===== src/rtl/spi_flash_loader_if.sv =====
// Byte stream from the SPI flash loader to the SDRAM write sequencer.
// The loader drives the byte and its index; the sequencer answers with WRready.
interface spi_flash_loader_if;
    logic [7:0]  WRD;
    logic [15:0] WRAddr;
    logic        WRvalid;
    logic        WRready;

    modport master (output WRD, output WRAddr, output WRvalid, input WRready);
    modport slave  (input WRD, input WRAddr, input WRvalid, output WRready);
endinterface


===== src/rtl/spi_flash_loader.sv =====
// Boot-time SPI flash streamer: issues READ (0x03) + 24-bit address, then shifts
// LOAD_LEN bytes out on a valid/ready stream, stalling FCK high under backpressure.
module spi_flash_loader #(
    parameter int LOAD_LEN = 16384,
    parameter int CS_SETUP = 2,
    parameter int CS_HOLD  = 2
) (
    input  logic                      C25M,
    input  logic                      RES,
    input  logic                      start,
    input  logic [23:0]               BaseAddr,
    output logic                      nFCS,
    output logic                      FCK,
    output logic                      MOSI,
    input  logic                      MISO,
    spi_flash_loader_if.master        wr,
    output logic                      busy,
    output logic                      done
);

    localparam logic [15:0] SETUP_LAST = 16'(CS_SETUP);
    localparam logic [15:0] HOLD_LAST  = 16'(CS_HOLD - 1);
    localparam logic [15:0] LAST_IDX   = 16'(LOAD_LEN - 1);
    localparam logic [7:0]  READ_CMD   = 8'h03;

    typedef enum logic [2:0] {
        IDLE,
        CSSETUP,
        CMD,
        DATA,
        CSHOLD,
        DONE
    } state_t;

    state_t      state_q;
    logic [15:0] cnt_q;      // CS setup/hold cycle counter
    logic [31:0] cmd_q;      // command + address, shifted out MSB-first
    logic [4:0]  bit_q;      // bit index within the command or current byte
    logic        rise_q;     // next bit-cell edge raises FCK
    logic [6:0]  shift_q;    // bits 7..1 of the byte being received
    logic [15:0] idx_q;
    logic        nfcs_q;
    logic        fck_q;
    logic        mosi_q;
    logic [7:0]  wrd_q;
    logic [15:0] wraddr_q;
    logic        wrvalid_q;
    logic        busy_q;
    logic        done_q;

    // A completing byte must wait while the previous one is still unaccepted.
    logic byte_stall;
    assign byte_stall = wrvalid_q && !wr.WRready;

    // NOTE: all state below is updated with non-blocking assignments, so every
    // branch reads the pre-edge values and a later assignment to the same
    // register in this block overrides an earlier one (used for WRvalid).
    always_ff @(posedge C25M) begin
        if (RES) begin
            state_q   <= IDLE;
            cnt_q     <= '0;
            cmd_q     <= '0;
            bit_q     <= '0;
            rise_q    <= 1'b0;
            shift_q   <= '0;
            idx_q     <= '0;
            nfcs_q    <= 1'b1;
            fck_q     <= 1'b0;
            mosi_q    <= 1'b0;
            wrd_q     <= '0;
            wraddr_q  <= '0;
            wrvalid_q <= 1'b0;
            busy_q    <= 1'b0;
            done_q    <= 1'b0;
        end else begin
            if (wrvalid_q && wr.WRready) begin
                wrvalid_q <= 1'b0;
            end

            unique case (state_q)
                IDLE, DONE: begin
                    if (start) begin
                        state_q <= CSSETUP;
                        cmd_q   <= {READ_CMD, BaseAddr};
                        cnt_q   <= '0;
                        idx_q   <= '0;
                        busy_q  <= 1'b1;
                        done_q  <= 1'b0;
                    end
                end

                CSSETUP: begin
                    nfcs_q <= 1'b0;
                    if (cnt_q == SETUP_LAST) begin
                        state_q <= CMD;
                        mosi_q  <= cmd_q[31];
                        cmd_q   <= {cmd_q[30:0], 1'b0};
                        bit_q   <= '0;
                        fck_q   <= 1'b0;
                        rise_q  <= 1'b1;
                    end else begin
                        cnt_q <= cnt_q + 16'd1;
                    end
                end

                CMD: begin
                    if (rise_q) begin
                        fck_q  <= 1'b1;
                        rise_q <= 1'b0;
                    end else begin
                        fck_q  <= 1'b0;
                        rise_q <= 1'b1;
                        if (bit_q == 5'd31) begin
                            state_q <= DATA;
                            mosi_q  <= 1'b0;
                            bit_q   <= '0;
                        end else begin
                            mosi_q <= cmd_q[31];
                            cmd_q  <= {cmd_q[30:0], 1'b0};
                            bit_q  <= bit_q + 5'd1;
                        end
                    end
                end

                DATA: begin
                    if (rise_q) begin
                        fck_q  <= 1'b1;
                        rise_q <= 1'b0;
                    end else if (bit_q[2:0] != 3'd7) begin
                        shift_q <= {shift_q[5:0], MISO};
                        bit_q   <= bit_q + 5'd1;
                        fck_q   <= 1'b0;
                        rise_q  <= 1'b1;
                    end else if (!byte_stall) begin
                        // Bit 0 of the byte: publish it, possibly on the same
                        // edge that retires the previous one.
                        wrd_q     <= {shift_q, MISO};
                        wraddr_q  <= idx_q;
                        wrvalid_q <= 1'b1;
                        idx_q     <= idx_q + 16'd1;
                        bit_q     <= '0;
                        fck_q     <= 1'b0;
                        if (idx_q == LAST_IDX) begin
                            state_q <= CSHOLD;
                            cnt_q   <= '0;
                        end else begin
                            rise_q <= 1'b1;
                        end
                    end
                end

                CSHOLD: begin
                    if (!nfcs_q) begin
                        if (cnt_q == HOLD_LAST) begin
                            nfcs_q <= 1'b1;
                        end else begin
                            cnt_q <= cnt_q + 16'd1;
                        end
                    end else if (!wrvalid_q) begin
                        state_q <= DONE;
                        busy_q  <= 1'b0;
                        done_q  <= 1'b1;
                    end
                end

                default: begin
                    state_q <= IDLE;
                end
            endcase
        end
    end

    assign nFCS       = nfcs_q;
    assign FCK        = fck_q;
    assign MOSI       = mosi_q;
    assign wr.WRD     = wrd_q;
    assign wr.WRAddr  = wraddr_q;
    assign wr.WRvalid = wrvalid_q;
    assign busy       = busy_q;
    assign done       = done_q;

endmodule


===== src/flat_wrapper.sv =====
// flat-port wrapper written by rule: the top's interface ports become plain ports
module spi_flash_loader_flat 
#(
    parameter int LOAD_LEN = 16384,
    parameter int CS_SETUP = 2,
    parameter int CS_HOLD  = 2
)
  (C25M, RES, start, BaseAddr, nFCS, FCK, MOSI, MISO, busy, done, wr_WRD, wr_WRAddr, wr_WRvalid, wr_WRready);
  spi_flash_loader_if wr_i ();
  input  logic C25M;
  input  logic RES;
  input  logic start;
  input  logic [23:0] BaseAddr;
  output logic nFCS;
  output logic FCK;
  output logic MOSI;
  input  logic MISO;
  output logic busy;
  output logic done;
  output wire logic [$bits(wr_i.WRD)-1:0] wr_WRD;
  output wire logic [$bits(wr_i.WRAddr)-1:0] wr_WRAddr;
  output wire logic [$bits(wr_i.WRvalid)-1:0] wr_WRvalid;
  input wire logic [$bits(wr_i.WRready)-1:0] wr_WRready;
  assign wr_WRD = wr_i.WRD;
  assign wr_WRAddr = wr_i.WRAddr;
  assign wr_WRvalid = wr_i.WRvalid;
  assign wr_i.WRready = wr_WRready;
  spi_flash_loader #(.LOAD_LEN(LOAD_LEN), .CS_SETUP(CS_SETUP), .CS_HOLD(CS_HOLD)) u_core (.C25M(C25M), .RES(RES), .start(start), .BaseAddr(BaseAddr), .nFCS(nFCS), .FCK(FCK), .MOSI(MOSI), .MISO(MISO), .wr(wr_i), .busy(busy), .done(done));
endmodule

===== config.mk =====
export PLATFORM = sky130hd
export DESIGN_NAME = spi_flash_loader_flat
export DESIGN_NICKNAME = d
export VERILOG_FILES = /design/src/rtl/spi_flash_loader_if.sv /design/src/rtl/spi_flash_loader.sv /design/src/flat_wrapper.sv
export SDC_FILE = /design/constraint.sdc
export NUM_CORES = 1
export LEC_CHECK = 0
export ABC_AREA = 1
export ABC_CLOCK_PERIOD_IN_PS = 2300
export BUFFER_PORTS_ARGS = -buffer_cell sky130_fd_sc_hd__buf_4
export CORE_ASPECT_RATIO = 0.6
export CORE_MARGIN = 2
export CORE_UTILIZATION = 55
export DETAILED_ROUTE_END_ITERATION = 10
export PLACE_DENSITY = 0.78
export SLEW_MARGIN = 0
export SYNTH_ARGS = -nofsm -noshare
export SYNTH_HDL_FRONTEND = slang
export SYNTH_SLANG_ARGS = --single-unit

===== constraint.sdc =====
create_clock -name C25M -period 2.3 [get_ports C25M]
set_input_delay 0.23 -clock C25M [delete_from_list [all_inputs] [get_ports C25M]]
set_output_delay 0.23 -clock C25M [all_outputs]
set_load 0.02 [all_outputs]

==> results, run 1 <==
- The remaining antenna violation count is 0.
- The library cell with the highest instance count after synthesis is nand2_1.
- The final setup skew is 0.009054 ns.
- The logic depth of the worst register-to-register path is 11.
- The H-tree generated during clock tree synthesis spans 3 levels.
- The path category of the worst min-delay check is in -> reg.
- Of the total synthesized cell area, the portion taken by XOR and XNOR cells is 0.009306.
- In this run, post-CTS hold repair placed 0 buffers.
- For this design, the slowest cell found on the critical path is dfxtp_1.
- A synthesized cell averages 6.597 µm².
- The nature of the critical path endpoint is a register.
- The area fraction in and, or, nand and nor cells after synthesis is 0.3707.
- Of the synthesized area, sequential elements account for 0.3900.
- Derived from the worst setup path, the maximum achievable clock frequency is 0.4854 GHz.
- Entering global routing, the biggest net connects 49 pins.
- The routed design could run at a clock period as short as 2.060 ns.
- The number of fill cells is 887.
- The element type at the critical path start is a register.
- The launch instance of the worst min-delay path is MISO.
- The power per standard cell area is 1189 mW/mm².
- The number of instances on the worst hold path is 3.
- The commonest register cell after synthesis is dfxtp_1.
- The fraction of the cycle the final worst path needs is 0.8957.
- Of the total synthesized cell area, the portion taken by full adders, half adders and majority gates is 0.01551.
- The family of cells with the greatest summed delay on the critical path is simple AND/OR/NAND/NOR gates.
- STA puts the critical path data required time at 2.55 ns.
- The clock latency on the worst-skew pair is 0.36 ns.
- The remaining max-slew budget at the tightest pin is 0.6492.
- After legalization and detailed placement, the total HPWL measured 9.002 mm.
- The largest single stage delay on the critical path is 0.38 ns.
- The die height is 82.49 µm.
- After detailed routing, the average wire length per cell comes to 12.55 µm.
- The commonest cells after synthesis are 223 x nand2_1, 141 x nor2_1, 110 x dfxtp_1.
- Setup repair after global routing left no endpoint under its margin.
- The number of buffers inserted by port buffering is 58.
- Setup total negative slack on the finished layout was measured at 0 ns.
- The post-layout net count is 934.
- For this run, design rule violations remaining after detail routing come to 0.
- The number of top-level design ports is 59.
- The clock tree buffer depth is 2.
- The weighted congestion reported at the end of routability-driven placement is 0.9060.
- Across the run, the number of max-cap violations was 0.
- The mux contribution to synthesized area is 0.
- For hold timing, the worst endpoint is u_core.shift_q[0].
- The proportion of layout cells with a drive suffix above 1 is 0.1417.
- The number of global-route vias before repair is 4694.
- The actual slew at the worst max-slew pin is 0.5250 ns.
- The first-pass GRT wire length is 21.38 mm.
- The critical register-to-register path startpoint is u_core.bit_q[0].
- The number of buffers and inverters on the critical path is 2.
- Along the worst path, the maximum fanout reaches 15.
- The floorplan die area is 0.01112 mm².
- The flop-to-flop setup slack is 0.24 ns.
- After floorplanning, the core was sized to cover 0.009915 mm².
- The starting utilization of the core area is 0.5695.
- The static leakage power is 2.820 nW.
- The signal arrival time at the worst endpoint is 2.31 ns.
- The largest voltage drop on the vdd net is 0.6961 mV.
- The number of library cell types mapped by synthesis is 43.
- The share of the synthesized area in compound gates (AO/OA/AOI/OAI) is 0.1256.
- The number of synthesized register bits is 110.
- The kind of critical path is reg -> reg.
- After detailed routing, the total wire length is 13.02 mm.
- The area overhead of the layout relative to synthesis is 14.89%.
- Buffers inserted during clock tree synthesis total 9.
- The end of the worst register-to-register path is u_core.idx_q[3].
- The routed via count divided by cell count is 5.197.
- The number of nets produced by synthesis is 892.
- The flow ran to the end, and the final reports show no timing, DRC or antenna violations.
- The cell area that synthesis handed to floorplanning was 0.005647 mm².
- The share of synthesized area in the top cell type comes to 0.3900.
- In this run, the number of DRC markers left after iteration 0 of detailed routing was 397.
- TritonCTS built the clock tree.
- The combinational family with the most area after synthesis is simple AND/OR/NAND/NOR gates.
- The tree built by TritonCTS fans out to 110 sinks.
- The async set or reset register ratio after synthesis is 0.
- The pre-antenna-repair detailed-routing pass consisted of 6 iterations.
- During synthesis, Yosys emitted a total of 0 warnings.
- The die outline width is 134.8 µm.
- For this run, the total global-route usage over all layers was measured as 0.2382.
- The number of standard-cell rows in the floorplan is 28.
- Walking the worst path, the cells encountered are ha_1, ha_1, inv_1, nor2_1, nand3_2, nand2_2, nand2_4, o21ai_4, inv_2, o21ai_1, nor2_1.
- Setup violations remaining at the end of the flow were counted as 0.
- The number of logic stages on the critical path including buffering is 11.
- Yosys attributes the largest share of cell area to dfxtp_1 39%, nand2_1 15%, nor2_1 9.4%.
- The routed layout has 5395 vias.
- The leftover overflow at the end of global routing is 0.
- The number of antenna violations at the first check in global routing was 0.
- The number of antenna diodes is 0.
- In this run the clock root is driven by a clkbuf_16.
- The number of enable-type register cells in the synthesized netlist is 0.
- The final max-slew violation count is 0.
- The final number of hold-violating endpoints is 0.
- The cell type with the largest total area after synthesis is dfxtp_1.
- The clock-pin slew on the worst setup and hold paths is 0.08 ns.
- Synthesis produced a netlist whose cell count is 856.
- The total design power is 0.007715 W.
==> final cells by class <==
| class | count | area, µm² | area share |
|---|---|---|---|
| Timing Repair Buffer | 67 | 515.5 | 0.07946 |
| Sequential cell | 110 | 2202 | 0.3394 |
| Tap cell | 135 | 168.9 | 0.02604 |
| Clock buffer | 10 | 229.0 | 0.03529 |
| Clock inverter | 6 | 117.6 | 0.01813 |
| Multi-Input combinational cell | 629 | 2945 | 0.4540 |
| Inverter | 81 | 309.0 | 0.04764 |
==> cells in the final DEF, fill, tap and decap left out, types with 2 or more instances in the layout <==
cell / n
buf_4: 66
nand4_1: 9
nand3_1: 53
nand2_2: 6
a31oi_1: 2
nand3b_1: 2
dfxtp_1: 110
ha_1: 7
nor2_2: 17
inv_1: 71
a21oi_1: 64
or2_2: 2
nor3_1: 16
nor2_1: 140
nand3_4: 2
or2_0: 2
bufinv_16: 3
inv_2: 8
nand2_1: 223
nand2_4: 2
xor2_1: 5
o21ai_1: 9
o21ai_0: 52
clkbuf_16: 9
nor3b_1: 2
inv_4: 2
==> per-stage QoR <==
| step | instances | hold WS [ns] | worst slack (ns) | utilization | cell area (µm²) |
|---|---|---|---|---|---|
| after floorplan | 856 | 0.3952 | 0.5922 | - | 5647 |
| after global placement | 1022 | 0.4306 | 0.2277 | 0.6191 | 6138 |
| after detailed placement | 1022 | 0.4360 | 0.1119 | 0.6191 | 6138 |
| after CTS | 1038 | 0.1567 | 0.09062 | 0.6541 | 6485 |
| after global routing | 1038 | 0.2079 | 0.06701 | 0.6543 | 6487 |
| final | 1038 | 0.1631 | 0.2400 | 0.6543 | 6487 |
==> flip-flops by register name, summed over array words and instances (netlist names), 3 cells and up <==
| register | count |
|---|---|
| u_core.cmd_q | 32 |
| u_core.cnt_q | 16 |
| u_core.wr.WRAddr | 16 |
| u_core.bit_q | 5 |
| u_core.shift_q | 7 |
| u_core.state_q | 3 |
| u_core.idx_q | 16 |
| u_core.wr.WRD | 8 |
==> per-layer routing <==
| metal | track usage | vias up | share of wire |
|---|---|---|---|
| li1 | - | 2807 | - |
| met1 | 0.3193 | 2386 | 0.48 |
| met4 | 0.08316 | 0 | 0.015 |
| met2 | 0.3914 | 180 | 0.44 |
| met5 | 0 | - | 0 |
| met3 | 0.04335 | 22 | 0.064 |
==> tightest hold or removal path, stage by stage <==
cell and delay, ns:
buf_4 0.12, nand3_1 0.07, a21oi_1 0.06
==> timing repair <==
| action | 4_1_cts | 5_1_grt |
|---|---|---|
| setup buffers | 0 | 0 |
| gates resized for setup | 0 | 1 |
| endpoints found under the setup margin | 0 | 6 |
==> cell families after synthesis <==
kind of cell / count (synthesis)
buf+inv: 117
xor+xnor: 6
flops: 110
simple gates: 482
fa+ha+maj: 7
compound gates: 134
==> worst max path at each step <==
stage | startpoint | endpoint | slack (ns)
after CTS | u_core.state_q[0] | u_core.cnt_q[15] | 0.09
after global placement | u_core.state_q[0] | u_core.cnt_q[13] | 0.23
final | u_core.bit_q[0] | u_core.idx_q[3] | 0.24
after detailed placement | u_core.state_q[0] | u_core.cnt_q[15] | 0.11
after floorplan | u_core.bit_q[0] | u_core.idx_q[3] | 0.59
after global routing | u_core.bit_q[0] | u_core.idx_q[3] | 0.07
==> power breakdown <==
| group | switching (W) | leakage, nW | internal (W) |
|---|---|---|---|
| combinational | 0.00207 | 1.76 | 0.00106 |
| clock | 0.000733 | 0.165 | 0.00108 |
| sequential | 0.000387 | 0.898 | 0.00239 |
| total | 0.00319 | 2.82 | 0.00452 |
Note: power is estimated with default switching activity, not from simulation.
==> run 2: changes to the inputs <==
Settings changed: ABC_AREA 1 to 0, PLACE_DENSITY 0.78 to 0.79.
==> run 2 against run 1 <==
Net effect: the flow now finishes with violations (negative setup slack); critical path depth shrank 4; die area shrank 6.8%; sequential power shrank 15%; sequential share of layout area shrank 1.5 points; global-route usage grew 5.2 points; critical path type unchanged; largest cell class unchanged.
==> results, run 2 <==
- The run finished, with violations left.
- The final reports fail on negative setup slack.
- The met1 usage in global routing is 0.4019 (+0.08262).
- The proportion of power drawn by combinational gates was 0.459 (+0.054).
- The met3 global-route usage is 0.05630 (+0.01295).
- u_core.cmd_q holds more flip-flops than any other register.
- The floorplan die area is 0.01037 mm² (-6.8%).
- The number of DRC markers in iteration 0 is 607 (+53%).
- TritonCTS built the clock tree.
- By count the netlist is led by 110 x dfxtp_1, 76 x nand2_1, 61 x nor2_1.
- The reported net switching power is 0.002728 W (-15%).
- The die outline width came to 130.1 µm (-3.5%).
- The global routing stage identified its most utilized layer as met2.
- The share of the core filled with cells in the final layout was 0.7376 (+0.08328).
- The number of global-route vias before repair came to 4875 (+3.9%).
- The element type at the critical path start is a register.
- The clock latency on the worst-skew pair is 0.36 ns (about the same).
- The post-layout net count is 765 (-18%).
- The number of buffers added by the clock tree synthesis step is 9 (unchanged).
- Summed over all instances, the cell type with the most area after synthesis is dfxtp_1.
- The global-route total usage across every layer was 0.2898 (+0.05162).
- The per-instance average area after synthesis was 8.345 µm² (+26%).
- The static leakage power came to 2.635 nW (-6.5%).
- The core area is 0.009223 mm² (-7.0%).
- The area fraction of the dominant cell type after synthesis is 0.4195 (+0.02956).
- The async set or reset register ratio after synthesis is 0 (unchanged).
- The H-tree depth was 3 (unchanged).
- The global routing met2 resource utilization is 0.4717 (+0.08036).
- In this run the clock root is driven by a clkbuf_16.
- The starting utilization of the core area is 0.5691 (about the same).
- The count of maximum capacitance violations is 0 (unchanged).
- The clock tree buffer depth is 2 (unchanged).
- Sorting the synthesized cells by area gives the leading types as dfxtp_1 42%, mux2i_1 6.7%, a21oi_1 5.6%.
- The library cells used most frequently in the layout, excluding fill and tap cells, are 120 x buf_4, 106 x dfxtp_1, 76 x nand2_1.
- The largest voltage drop on the vdd net is 0.6159 mV (-12%).
- The final number of hold-violating endpoints was 0 (unchanged).
- The actual slew at the worst max-slew pin is 0.7732 ns (+0.2482 ns).
- The via total after detailed routing is 5364 (-0.57%).
- The number of antenna violations at the first check in global routing is 0 (unchanged).
- The wire length per cell is 17.96 µm (+43%).
- The achievable clock frequency came to 0.4014 GHz (-17%).
- The clock sink count is 110 (unchanged).
- The number of enable-type register cells in the synthesized netlist is 0 (unchanged).
- Setup repair after global routing could not meet its margin everywhere.
- The post-detailed-routing wire length came to 15.52 mm (+19%).
- Yosys instantiated no cell more often than dfxtp_1.
- The number of search-and-repair iterations in the first detailed-routing pass is 5 (-1).
- The total internal power is 0.004483 W (-0.91%).
- The clock-pin slew on the worst setup and hold paths was 0.07 ns (about the same).
- The number of synthesized register bits is 110 (unchanged).
- The critical path in this run is classified as reg -> reg.
- The remaining antenna violation count is 0 (unchanged).
- The flip-flop count of the largest register after layout came to 32 (unchanged).
- The routed via count divided by cell count is 6.208 (+19%).
- The area overhead of the layout relative to synthesis is 29.61%.
- The share of total power in sequential cells came to 0.327 (-0.033).
- The proportion of power drawn by the clock network is 0.213 (-0.022).
- The area after detailed placement is 0.006226 mm² (+1.4%).
- The count of mapped cells out of synthesis is 629 (-27%).
- The minimum hold slack was 0.1252 ns (-0.03796 ns).
- The portion of the post-synthesis area used by sequential elements is 0.4195 (+0.02956).
- The area of the mapped netlist is 0.005249 mm² (-7.0%).
- The path category of the worst min-delay check is in -> reg.
- The final critical-path setup slack was -0.1911 ns (-0.4311 ns).
- The leftover overflow at the end of global routing is 0 (unchanged).
- The final max-slew violation count is 0 (unchanged).
- The number of setup violations in the final report is 49 (+49).
- The number of antenna diodes came to 0 (unchanged).
- The final setup skew came to 0.01161 ns (+0.002560 ns).
- The largest net degree at the start of global routing is 72 (+47%).
- The number of nets produced by synthesis is 665 (-25%).
- The remaining max-slew budget at the tightest pin is 0.4845 (-0.1647).
- The signal arrival time at the worst endpoint is 2.75 ns (+0.44 ns).
- The minimum clock period is 2.491 ns (+0.4311 ns).
- The first-pass GRT wire length came to 23.89 mm (+12%).
- The post-place setup slack was -0.1975 ns (-0.3094 ns).
- The number of standard-cell rows in the floorplan is 27 (-3.6%).
- The nature of the critical path endpoint is a register.
- The switching power as a share of total power came to 0.3783 (-0.03541).
- The number of library cell types mapped by synthesis was 55 (+28%).
- The largest fanout of any net on the critical path was 14 (-1).
- The weighted congestion reported at the end of routability-driven placement is 0.9429 (+4.1%).
- The data required time at the worst endpoint was 2.56 ns (about the same).
- The power per standard cell area was 1060 mW/mm² (-11%).
- The die height was 79.67 µm (-3.4%).
- The number of top-level design ports is 59 (unchanged).
- The proportion of layout cells with a drive suffix above 1 is 0.2534 (+0.1117).
- The number of warning messages in the yosys log is 0 (unchanged).
- The most common cell after layout, fill and taps aside is buf_4.
- The fraction of the cycle the final worst path needs was 1.083 (+0.1874).
- The total design power is 0.007210 W (-6.5%).
- The commonest register cell after synthesis is dfxtp_1.
- The DRC violations left is 0 (unchanged).
- The number of buffers inserted by port buffering is 58 (unchanged).
- The area of all placed cells without fillers is 0.006803 mm² (+4.9%).
- The estimated wirelength of the detail-placed design is 9.744 mm (+8.3%).
==> run 2: cell types whose count changed in the layout (fill, tap and decap cells not counted), sizes merged, moves of 12 or more <==
cell / change
o31ai: +12
a211oi: +27
mux2i: +35
nand3: -27
nand2: -155
nor2: -97
or4: +17
buf: +64
o21ai: -47
inv: -70
==> run 2: power by group through the flow <==
stage          combinational, W  clock, W  sequential (W)
2_1_floorplan           0.00180         0         0.00233
3_3_place_gp            0.00239         0         0.00235
3_5_place_dp            0.00250         0         0.00237
4_1_cts                 0.00293   0.00153         0.00233
5_1_grt                 0.00352   0.00161         0.00238
6_report                0.00331   0.00154         0.00236
==> run 2: layout make-up <==
type	count	area, µm²
timing repair buffer	133	1150
clock inverter	3	25.02
clock buffer	13	260.3
multi-input combinational	464	2957
sequential	110	2207
inverter	11	41.29
tap	130	162.7
fill	689	2420
==> run 2: worst max-delay path, cell delays in order, from the launching register on <==
cell and delay, ns:
dfxtp_1 0.32, or4_4 0.56, or4_4 0.60, a211oi_4 0.26, buf_6 0.20, buf_16 0.16, nor2_1 0.06, a211oi_1 0.24
==> run 2: path summary, 6_finish.rpt <==
check | to | cells after the start | start | slack [ns]
max | u_core.cmd_q[8] | 7 | u_core.cnt_q[15] | -0.19
min | u_core.shift_q[0] | 3 | MISO | 0.13
min reg2reg | u_core.wr.WRD[0] | 2 | u_core.wr.WRD[0] | 0.46
max reg2reg | u_core.cmd_q[8] | 7 | u_core.cnt_q[15] | -0.19
==> run 2: logic make-up (layout without fill, tap and decap cells) <==
| logic type | Yosys count | in the layout | synth area share |
|---|---|---|---|
| adder cells (fa/ha/maj) | 7 | 7 | 0.01669 |
| XOR/XNOR | 2 | 2 | 0.003338 |
| AND/OR/NAND/NOR | 266 | 266 | 0.2520 |
| multiplexers | 36 | 36 | 0.06889 |
| flip-flops | 110 | 110 | 0.4195 |
| buffers and inverters | 55 | 160 | 0.04600 |
| AO/OA/AOI/OAI | 153 | 153 | 0.1936 |
==> run 2: what timing repair did <==
item                       4_1_cts  5_1_grt
hold buffers                     0        0
buffers inserted                 1        2
gates cloned                     3        2
setup endpoints to repair       53       62
resized for setup               12       21
pin swaps                       12       10
==> run 2: metrics by stage <==
stage                     TNS [ns]  std cells
final                       -4.904        864
after global routing        -7.964        864
after CTS                   -2.650        860
after detailed placement    -5.321        840
after global placement      -1.434        840
after floorplan            -0.6194        629
==> run 2: per-layer routing <==
metal / share of wire / up-vias
met1: 0.44 / 2599
met2: 0.47 / 238
met4: 0.012 / 0
met5: 0 / -
li1: - / 2496
met3: 0.073 / 31
==> run 3: changes to the inputs <==
Settings changed: PLACE_DENSITY 0.79 to 0.76, SETUP_SLACK_MARGIN from default to 0.15.
==> run 3 against run 2 <==
Net effect: the run still ends with negative setup slack left; clock skew shrank 0.00086 ns; fmax shrank 2.8%; sequential power is essentially flat; core utilization grew 2.7 points; sequential share of layout area shrank 1.0 points; non-clock buffer count grew 8; hold slack lost 0.0038 ns; largest power group unchanged.
==> results, run 3 (synthesis results as in run 2) <==
- The flip-flop count of the largest register after layout is 32 (unchanged).
- The static leakage power was 2.705 nW (+2.7%).
- The post-layout net count came to 773 (+1.0%).
- The number of buffers inserted by port buffering was 58 (unchanged).
- u_core.cmd_q holds more flip-flops than any other register.
- The clock latency on the worst-skew pair is 0.36 ns (about the same).
- The largest net degree at the start of global routing is 41 (-43%).
- From synthesis to final layout, the design area changed by 34.30%.
- The count of maximum capacitance violations is 0 (unchanged).
- The core area is 0.009223 mm² (unchanged).
- The area after detailed placement came to 0.006311 mm² (+1.4%).
- The data required time at the worst endpoint is 2.59 ns (+0.03 ns).
- The via total after detailed routing came to 5360 (-0.075%).
- The final setup skew is 0.01075 ns (-0.0008630 ns).
- The signal arrival time at the worst endpoint came to 2.86 ns (+0.11 ns).
- The clock tree buffer depth was 2 (unchanged).
- The clock sink count is 110 (unchanged).
- The number of antenna violations at the first check in global routing is 0 (unchanged).
- The H-tree depth was 3 (unchanged).
- The minimum hold slack came to 0.1214 ns (-0.003793 ns).
- The weighted congestion reported at the end of routability-driven placement came to 0.9865 (+4.6%).
- The path category of the worst min-delay check is in -> reg.
- The achievable clock frequency was 0.3900 GHz (-2.8%).
- The number of search-and-repair iterations in the first detailed-routing pass came to 5 (unchanged).
- The number of buffers added by the clock tree synthesis step is 9 (unchanged).
- The post-route setup TNS was -7.881 ns (-2.976 ns).
- The number of standard-cell rows in the floorplan is 27 (unchanged).
- The actual slew at the worst max-slew pin is 0.6757 ns (-0.09749 ns).
- The minimum clock period is 2.564 ns (+0.07286 ns).
- The DRC violations left is 0 (unchanged).
- The number of setup violations in the final report is 47 (-4.1%).
- The kind of critical path is reg -> reg.
- The starting utilization of the core area is 0.5691 (unchanged).
- The total design power is 0.007724 W (+7.1%).
- The leftover overflow at the end of global routing is 0 (unchanged).
- The number of DRC markers in iteration 0 was 612 (+0.82%).
- The number of top-level design ports was 59 (unchanged).
- The largest fanout of any net on the critical path is 7 (-7).
- The number of fill cells is 615 (-11%).
- Setup repair after global routing could not meet its margin everywhere.
- The clock-pin slew on the worst setup and hold paths is 0.08 ns (about the same).
- The final number of hold-violating endpoints is 0 (unchanged).
- The power per standard cell area is 1096 mW/mm² (+3.4%).
- The CTS tree is done.
- The clock root buffer is clkbuf_16.
- The fraction of the cycle the final worst path needs is 1.115 (+0.03168).
- The run finished, with violations left.
- The remaining max-slew budget at the tightest pin is 0.5490 (+0.06449).
- The timing startpoint of the critical path is u_core.cnt_q[0].
- The top cell types in the final layout, fill and taps aside, are 127 x buf_4, 102 x dfxtp_1, 75 x nand2_1.
- The proportion of layout cells with a drive suffix above 1 is 0.3005 (+0.04713).
- The first-pass GRT wire length is 23.68 mm (-0.87%).
- The routed via count divided by cell count is 6.147 (-0.99%).
- The final critical-path setup slack was -0.2640 ns (-0.07286 ns).
- The number of global-route vias before repair came to 4818 (-1.2%).
- The wire length per cell came to 18.10 µm (+0.75%).
- The estimated wirelength of the detail-placed design came to 9.627 mm (-1.2%).
- The area of all placed cells without fillers is 0.007049 mm² (+3.6%).
- The launch instance of the worst min-delay path is MISO.
- The largest voltage drop on the vdd net is 0.6619 mV (+7.5%).
- The die outline width is 130.1 µm (unchanged).
- The final max-slew violation count is 0 (unchanged).
- The checks that failed: negative setup slack.
- The critical register-to-register path startpoint is u_core.cnt_q[0].
- The number of antenna diodes came to 0 (unchanged).
- Leaving out fill and tap cells, the most frequent cell in the layout is buf_4.
- The post-detailed-routing wire length is 15.78 mm (+1.7%).
- The die height came to 79.67 µm (unchanged).
- The nature of the critical path endpoint is a register.
- The remaining antenna violation count is 0 (unchanged).
- The global-route total usage across every layer came to 0.2888 (-0.0009494).
- The floorplan die area was 0.01037 mm² (unchanged).
- STA classifies the critical path startpoint as a register.
run 3: cell types whose count changed in the layout (fill, tap and decap cells not counted), moves of 3 or more:
cell	before	now
dfxtp_2	4	7
dfxtp_1	106	102
ha_4	0	3
a211oi_2	5	16
buf_4	120	127
nor2_2	0	7
a211oi_1	21	9
nor2_1	60	53
run 3: worst paths after layout:
check                              to  slack, ns  cells after the start
setup / recovery      u_core.cmd_q[0]      -0.26                      9
hold / removal      u_core.shift_q[0]       0.12                      3
setup reg to reg      u_core.cmd_q[0]      -0.26                      9
hold reg to reg   u_core.wr.WRAddr[4]       0.46                      2
run 3: report_power, final:
| part | leakage [nW] | internal, W | switching [W] |
|---|---|---|---|
| clock | 0.155 | 0.000871 | 0.000781 |
| combinational | 1.65 | 0.00174 | 0.00195 |
| sequential | 0.898 | 0.00215 | 0.000227 |
| total | 2.70 | 0.00476 | 0.00296 |
run 3: critical path, stage by stage (launching register included):
cell and delay, ns:
dfxtp_2 0.33, inv_2 0.06, ha_4 0.12, or3b_4 0.38, or4_4 0.62, a211oi_4 0.40, buf_6 0.21, buf_16 0.14
nand3b_1 0.09, a21oi_2 0.15
run 3: area by class of cell:
cell class	count	area (µm²)	area share
clock inverters	7	88.84	0.01260
repair buffers	141	1239	0.1757
flip-flops and latches	110	2215	0.3142
clock buffers	9	225.2	0.03195
multi-input cells	464	3078	0.4366
well taps	130	162.7	0.02307
inverters	11	41.29	0.005857
run 3: what timing repair did:
action | 4_1_cts | 5_1_grt
setup buffers | 5 | 2
gates cloned | 4 | 2
pin swaps | 11 | 23
gates resized for setup | 22 | 35
endpoints found under the setup margin | 68 | 83
hold buffers | 0 | 0
run 3: metal layers:
metal,part of all wire,up-vias,track usage
li1,-,2508,-
met1,0.44,2552,0.4091
met2,0.46,255,0.4492
met3,0.075,45,0.05697
met4,0.024,0,0.08172
met5,0,-,0
run 3: stage by stage:
step	util	setup slack (ns)	instances
4_1_cts	0.7413	-0.09432	868
2_1_floorplan	-	-0.08477	629
3_5_place_dp	0.6843	-0.2051	843
3_3_place_gp	0.6843	-0.07256	843
5_1_grt	0.7643	-0.3464	872
6_report	0.7643	-0.2640	872
